[config.mk]
export PLATFORM = sky130hd
export DESIGN_NAME = regfile_write_arbiter_flat
export DESIGN_NICKNAME = d
export VERILOG_FILES = /design/src/rtl/regfile_pkg.sv /design/src/rtl/regfile_write_arbiter_if.sv /design/src/rtl/rr_arbiter.sv /design/src/rtl/regfile_write_arbiter.sv /design/src/flat_wrapper.sv
export SDC_FILE = /design/constraint.sdc
export NUM_CORES = 1
export LEC_CHECK = 0
export CAP_MARGIN = 10
export CORE_MARGIN = 2
export CORE_UTILIZATION = 39
export DETAILED_ROUTE_END_ITERATION = 10
export PLACE_DENSITY = 0.81
export SLEW_MARGIN = 5
export SYNTH_ARGS = -nofsm -noshare
export SYNTH_HDL_FRONTEND = slang
export SYNTH_SLANG_ARGS = --single-unit
export TNS_END_PERCENT = 10
[constraint.sdc]
create_clock -name clock -period 1.6 [get_ports clock]
set_input_delay 0.32 -clock clock [delete_from_list [all_inputs] [get_ports clock]]
set_output_delay 0.32 -clock clock [all_outputs]
set_load 0.01 [all_outputs]
[src/rtl/regfile_pkg.sv]
// Shared register file constants and helpers, used by the register file and its write arbiter.
package regfile_pkg;

    localparam int DATA_WIDTH = 8;
    localparam int NUM_WIDTH  = 3;
    localparam int NUM_REGS   = 1 << NUM_WIDTH;

    // Next index in a circular search over n requesters.
    function automatic int wrapInc(input int idx, input int n);
        return (idx + 1 >= n) ? 0 : idx + 1;
    endfunction

endpackage

[src/rtl/regfile_write_arbiter_if.sv]
// Write-request bus between the requesters and the register file write arbiter.
// Requester i occupies slice i of reqNum/reqData.
interface regfile_write_arbiter_if #(
    parameter int NUM_REQ    = 4,
    parameter int DATA_WIDTH = regfile_pkg::DATA_WIDTH,
    parameter int NUM_WIDTH  = regfile_pkg::NUM_WIDTH
);

    logic [NUM_REQ-1:0]            reqValid;
    logic [NUM_REQ*NUM_WIDTH-1:0]  reqNum;
    logic [NUM_REQ*DATA_WIDTH-1:0] reqData;
    logic [NUM_REQ-1:0]            reqAck;
    logic                          rdWriteEnable;
    logic [NUM_WIDTH-1:0]          rdNum;
    logic [DATA_WIDTH-1:0]         rdData;
    logic [2**NUM_WIDTH-1:0]       busyMask;

    // Requester side.
    modport master (
        output reqValid, reqNum, reqData,
        input  reqAck, rdWriteEnable, rdNum, rdData, busyMask
    );

    // Arbiter side.
    modport slave (
        input  reqValid, reqNum, reqData,
        output reqAck, rdWriteEnable, rdNum, rdData, busyMask
    );

endinterface

[src/rtl/rr_arbiter.sv]
// Request vector in, one-hot grant out.
// Macro REGFILE_ARB_ROUND_ROBIN_EN selects round-robin; otherwise fixed priority (lowest index wins).
module rr_arbiter
    import regfile_pkg::*;
#(
    parameter int NUM_REQ = 4
) (
`ifdef REGFILE_ARB_ROUND_ROBIN_EN
    input  logic               clock,
    input  logic               reset,
`endif
    input  logic [NUM_REQ-1:0] request,
    output logic [NUM_REQ-1:0] grant
);

`ifdef REGFILE_ARB_ROUND_ROBIN_EN
    localparam int PTR_W = (NUM_REQ > 1) ? $clog2(NUM_REQ) : 1;

    logic [PTR_W-1:0] pointer;
    logic [PTR_W-1:0] grantIdx;
    logic             found;

    // Circular search for the first request at or after the pointer.
    always_comb begin
        int sum;
        logic [PTR_W-1:0] idx;
        // NOTE: every output gets a default before the search so no path leaves it unassigned (no latch).
        grant    = '0;
        grantIdx = '0;
        found    = 1'b0;
        sum      = 0;
        idx      = '0;
        for (int k = 0; k < NUM_REQ; k++) begin
            sum = int'(pointer) + k;
            if (sum >= NUM_REQ) sum = sum - NUM_REQ;
            idx = PTR_W'(sum);
            if (!found && request[idx]) begin
                grant[idx] = 1'b1;
                grantIdx   = idx;
                found      = 1'b1;
            end
        end
    end

    // Pointer moves to the requester after the one just granted.
    always_ff @(posedge clock) begin
        // NOTE: state is updated with non-blocking assignments so all flops see pre-edge values.
        if (reset)
            pointer <= '0;
        else if (found)
            pointer <= PTR_W'(wrapInc(int'(grantIdx), NUM_REQ));
    end
`else
    // Isolate the lowest set request bit.
    assign grant = request & (~request + NUM_REQ'(1));
`endif

endmodule

[src/rtl/regfile_write_arbiter.sv]
// Register file write arbiter: picks one requester per cycle and drives a registered write strobe.
// Macro REGFILE_ARB_ROUND_ROBIN_EN selects round-robin arbitration; default is fixed priority.
module regfile_write_arbiter #(
    parameter int NUM_REQ    = 4,
    parameter int DATA_WIDTH = regfile_pkg::DATA_WIDTH,
    parameter int NUM_WIDTH  = regfile_pkg::NUM_WIDTH
) (
    input logic                    clock,
    input logic                    reset,
    regfile_write_arbiter_if.slave wrBus
);

    logic [NUM_REQ-1:0]      eligible;
    logic [NUM_REQ-1:0]      grant;
    logic [NUM_REQ-1:0]      ackQ;
    logic                    weQ;
    logic [NUM_WIDTH-1:0]    numQ;
    logic [NUM_WIDTH-1:0]    selNum;
    logic [DATA_WIDTH-1:0]   dataQ;
    logic [DATA_WIDTH-1:0]   selData;
    logic [2**NUM_WIDTH-1:0] busy;

    // A requester acked this cycle still holds its request; keep it out of this edge's arbitration.
    assign eligible = wrBus.reqValid & ~ackQ;

    rr_arbiter #(
        .NUM_REQ(NUM_REQ)
    ) arbiter (
`ifdef REGFILE_ARB_ROUND_ROBIN_EN
        .clock  (clock),
        .reset  (reset),
`endif
        .request(eligible),
        .grant  (grant)
    );

    // Route the granted requester's address and data (grant is one-hot).
    always_comb begin
        selNum  = '0;
        selData = '0;
        for (int i = 0; i < NUM_REQ; i++) begin
            if (grant[i]) begin
                selNum  = wrBus.reqNum[i*NUM_WIDTH +: NUM_WIDTH];
                selData = wrBus.reqData[i*DATA_WIDTH +: DATA_WIDTH];
            end
        end
    end

    // Registered grant and write port; address/data hold their last value when idle.
    always_ff @(posedge clock) begin
        if (reset) begin
            ackQ  <= '0;
            weQ   <= 1'b0;
            numQ  <= '0;
            dataQ <= '0;
        end else begin
            ackQ <= grant;
            weQ  <= |grant;
            if (|grant) begin
                numQ  <= selNum;
                dataQ <= selData;
            end
        end
    end

    // Registers with a pending request or a write in progress.
    always_comb begin
        busy = '0;
        for (int i = 0; i < NUM_REQ; i++) begin
            if (wrBus.reqValid[i])
                busy[wrBus.reqNum[i*NUM_WIDTH +: NUM_WIDTH]] = 1'b1;
        end
        if (weQ)
            busy[numQ] = 1'b1;
    end

    assign wrBus.reqAck        = ackQ;
    assign wrBus.rdWriteEnable = weQ;
    assign wrBus.rdNum         = numQ;
    assign wrBus.rdData        = dataQ;
    assign wrBus.busyMask      = busy;

endmodule

[src/flat_wrapper.sv]
// flat-port wrapper written by rule: the top's interface ports become plain ports
module regfile_write_arbiter_flat 
#(
    parameter int NUM_REQ    = 4,
    parameter int DATA_WIDTH = regfile_pkg::DATA_WIDTH,
    parameter int NUM_WIDTH  = regfile_pkg::NUM_WIDTH
)
  (clock, reset, wrBus_reqValid, wrBus_reqNum, wrBus_reqData, wrBus_reqAck, wrBus_rdWriteEnable, wrBus_rdNum, wrBus_rdData, wrBus_busyMask);
  regfile_write_arbiter_if #(.NUM_REQ(NUM_REQ), .DATA_WIDTH(DATA_WIDTH), .NUM_WIDTH(NUM_WIDTH)) wrBus_i ();
  input logic clock;
  input logic reset;
  input wire logic [$bits(wrBus_i.reqValid)-1:0] wrBus_reqValid;
  input wire logic [$bits(wrBus_i.reqNum)-1:0] wrBus_reqNum;
  input wire logic [$bits(wrBus_i.reqData)-1:0] wrBus_reqData;
  output wire logic [$bits(wrBus_i.reqAck)-1:0] wrBus_reqAck;
  output wire logic [$bits(wrBus_i.rdWriteEnable)-1:0] wrBus_rdWriteEnable;
  output wire logic [$bits(wrBus_i.rdNum)-1:0] wrBus_rdNum;
  output wire logic [$bits(wrBus_i.rdData)-1:0] wrBus_rdData;
  output wire logic [$bits(wrBus_i.busyMask)-1:0] wrBus_busyMask;
  assign wrBus_i.reqValid = wrBus_reqValid;
  assign wrBus_i.reqNum = wrBus_reqNum;
  assign wrBus_i.reqData = wrBus_reqData;
  assign wrBus_reqAck = wrBus_i.reqAck;
  assign wrBus_rdWriteEnable = wrBus_i.rdWriteEnable;
  assign wrBus_rdNum = wrBus_i.rdNum;
  assign wrBus_rdData = wrBus_i.rdData;
  assign wrBus_busyMask = wrBus_i.busyMask;
  regfile_write_arbiter #(.NUM_REQ(NUM_REQ), .DATA_WIDTH(DATA_WIDTH), .NUM_WIDTH(NUM_WIDTH)) u_core (.clock(clock), .reset(reset), .wrBus(wrBus_i));
endmodule
==> results.yml <==
routing:
  wl_um: 4890
  wire_per_inst_um: 15.0
  drt_iter0_markers: 112
  via_count: 1753
  drc: 0
  routed_via_density: 5.38
  first_pass_iters: 4
  detail-route-antenna-nets: 0
yosys:
  yosysSeqAreaShare_pct: 24.0
  yosysUniqueCellTypes: 41
  synth_edf_count: 0
  synth_most_common_cell: "dfxtp_1"
  syn_inst: 169
  synthFlopType: "dfxtp_1"
  synth-seq-cells: 16
  synth_top_area_cell: "dfxtp_1"
  syn_area_per_cell_um2: 7.89
  synth_area_leaders: "dfxtp_1 24%, nor2b_1 6.6%, a2bb2oi_1 5.3%"
  synthArstFlopShare_pct: 0
  synth_top_area_share_pct: 24.0
  synth_area_um2: 1330
  yosys_warnings: 0
  yosys-top-cells-count: "16 x dfxtp_1, 14 x nor2b_1, 11 x a21oi_1"
  syn_nets: 219
power:
  leakagePower_nw: 1.07
  power_density_nw_per_um2: 546
  peakVddDrop_uv: 430
  finalPower_mw: 1.38
final_layout:
  final_cell_area_um2: 2530
  antenna_cells: 0
  multi_input_area_um2: 1050
  final_util_pct: 76.4
  final_cells: 326
  register_area_um2: 324
  fill_cells: 263
  drive_gt1_share_pct: 32.1
  num-nets-final: 331
  area_delta_synth_final_pct: 89.7
timing:
  tightest_slew_ns: 0.324
  finalCritPeriodShare_pct: 108
  drv_slew: 0
  finalClockSkew_ns: 0.00348
  rsz0062_at_grt: "yes"
  timing.fmax_mhz: 579
  finalHoldViolations: 0
  setup_viol: 7
  postLayoutSetupSlackWorst_ns: -0.128
  hold-worst-slack_ns: 0.494
  min_period_ns: 1.73
  slew_headroom_pct: 78.4
critical_path:
  setup.worst_path.end_class: "output port"
  worstSetupStartpoint: "u_core.wrBus.rdWriteEnable"
  path_class: "reg2out"
  cp-start-kind: "flop"
  reg2reg_from: "u_core.wrBus.reqAck[1]"
  required_ns: 1.28
  path_max_fanout: 2
  arrival_ns: 1.41
floorplanning:
  fp.dieArea_um2: 3900
  initial_core_util_pct: 40.3
  die-height_um: 62.5
  die_w_um: 62.5
  io_pins: 74
  core_um2: 3310
  num_rows: 21
run:
  cap_violations: 0
cts:
  htreeDepth: 1
  cts.sinks: 16
  path_clk_slew_ns: 0.10
  clockBufferDepth: 2
  holdBufCountCts: 0
  clkLatencyLatePin_ns: 0.29
  root_buffer: "clkbuf_4"
  cts_buffers: 3
  cts_tree: "yes"
outcome:
  outcome: "finished with violations"
  violations: "negative setup slack"
hold_path:
  hold_path.startpoint: "u_core.wrBus.rdData[4]"
  hp-class: "reg2reg"
placement:
  gp_congestion: 0.910
  place_area_um2: 2390
  io_buffers: 73
  detailed_place_hpwl_um: 3660
  dp_cells: 322
global_routing:
  antenna_found_initial: 0
  overflow: 0
  grt_usage_pct: 24.8
  grt_pass1_wl_um: 7870
  grt_max_degree: 23
  first_global_vias: 1734
## flip-flops by register name, indices dropped and copies added (netlist names)
register,cells
u_core.wrBus.rdData,8
u_core.wrBus.reqAck,4
u_core.wrBus.rdWriteEnable,1
u_core.wrBus.rdNum,3
## final cells by class
| cell class | count | share of cell area, % |
|---|---|---|
| Timing Repair Buffer | 118 | 41.9 |
| Multi-Input combinational cell | 142 | 41.5 |
| Sequential cell | 16 | 12.8 |
| Tap cell | 46 | 2.27 |
| Clock buffer | 4 | 1.43 |
## cell usage in the layout (no fill, tap or decap), drive strengths merged, types with 6 or more instances in the layout
cell type	n
buf	52
clkdlybuf4s50	45
dfxtp	16
dlygate4sd2	14
nor2b	14
o21ai	12
a21oi	11
nor2	10
nand3	9
nand2b	9
nor3	9
a2bb2oi	8
nand4	7
nand2	7
o32ai	6
## final timing paths
path | endpoint | slack, ns | cells after the start
worst max-delay path | wrBus_busyMask[1] | -0.13 | 5
worst min-delay path | u_core.wrBus.rdData[4] | 0.49 | 2
worst max register to register | u_core.wrBus.rdData[6] | 0.23 | 4
worst min register to register | u_core.wrBus.rdData[4] | 0.49 | 2
## stage by stage
stage / TNS, ns / worst slack, ns
floorplan: 0 / 0.110
global placement: -7.56 / -0.669
global route: -1.00 / -0.208
detailed placement: -8.05 / -0.828
finish: -0.495 / -0.128
CTS: -0.706 / -0.204
## kinds of logic after synthesis
logic type | synth area share (%)
simple gates | 39.6
flops | 24.0
buf+inv | 5.91
mux | 3.00
compound gates | 27.5
## power breakdown
| part | switching, mW | leakage [nW] | internal, mW |
|---|---|---|---|
| Clock | 0.139 | 0.0210 | 0.138 |
| Sequential | 0.0185 | 0.133 | 0.432 |
| Combinational | 0.281 | 0.918 | 0.373 |
| Total | 0.439 | 1.07 | 0.944 |
## timing repair
action	4_1_cts	5_1_grt
gates cloned	0	0
setup endpoints to repair	12	10
buffers inserted	0	0
endpoints found under the hold margin	0	0
pin swaps	9	8
gates resized for setup	73	17
## layer usage
layer	GRT usage, %	vias up	routed length (µm)
met3	4.32	10	324
met5	0	-	0
met2	43.3	82	2400
li1	-	864	-
met4	11.4	0	132
met1	29.5	797	2040
## critical path, cell delays in order, from the launching register on
cell and delay (ns):
dfxtp_2 0.33, nor2b_4 0.12, and3b_2 0.22, a2111oi_4 0.19, o31ai_1 0.11, buf_2 0.15
Power figures use the tool's default switching activity.
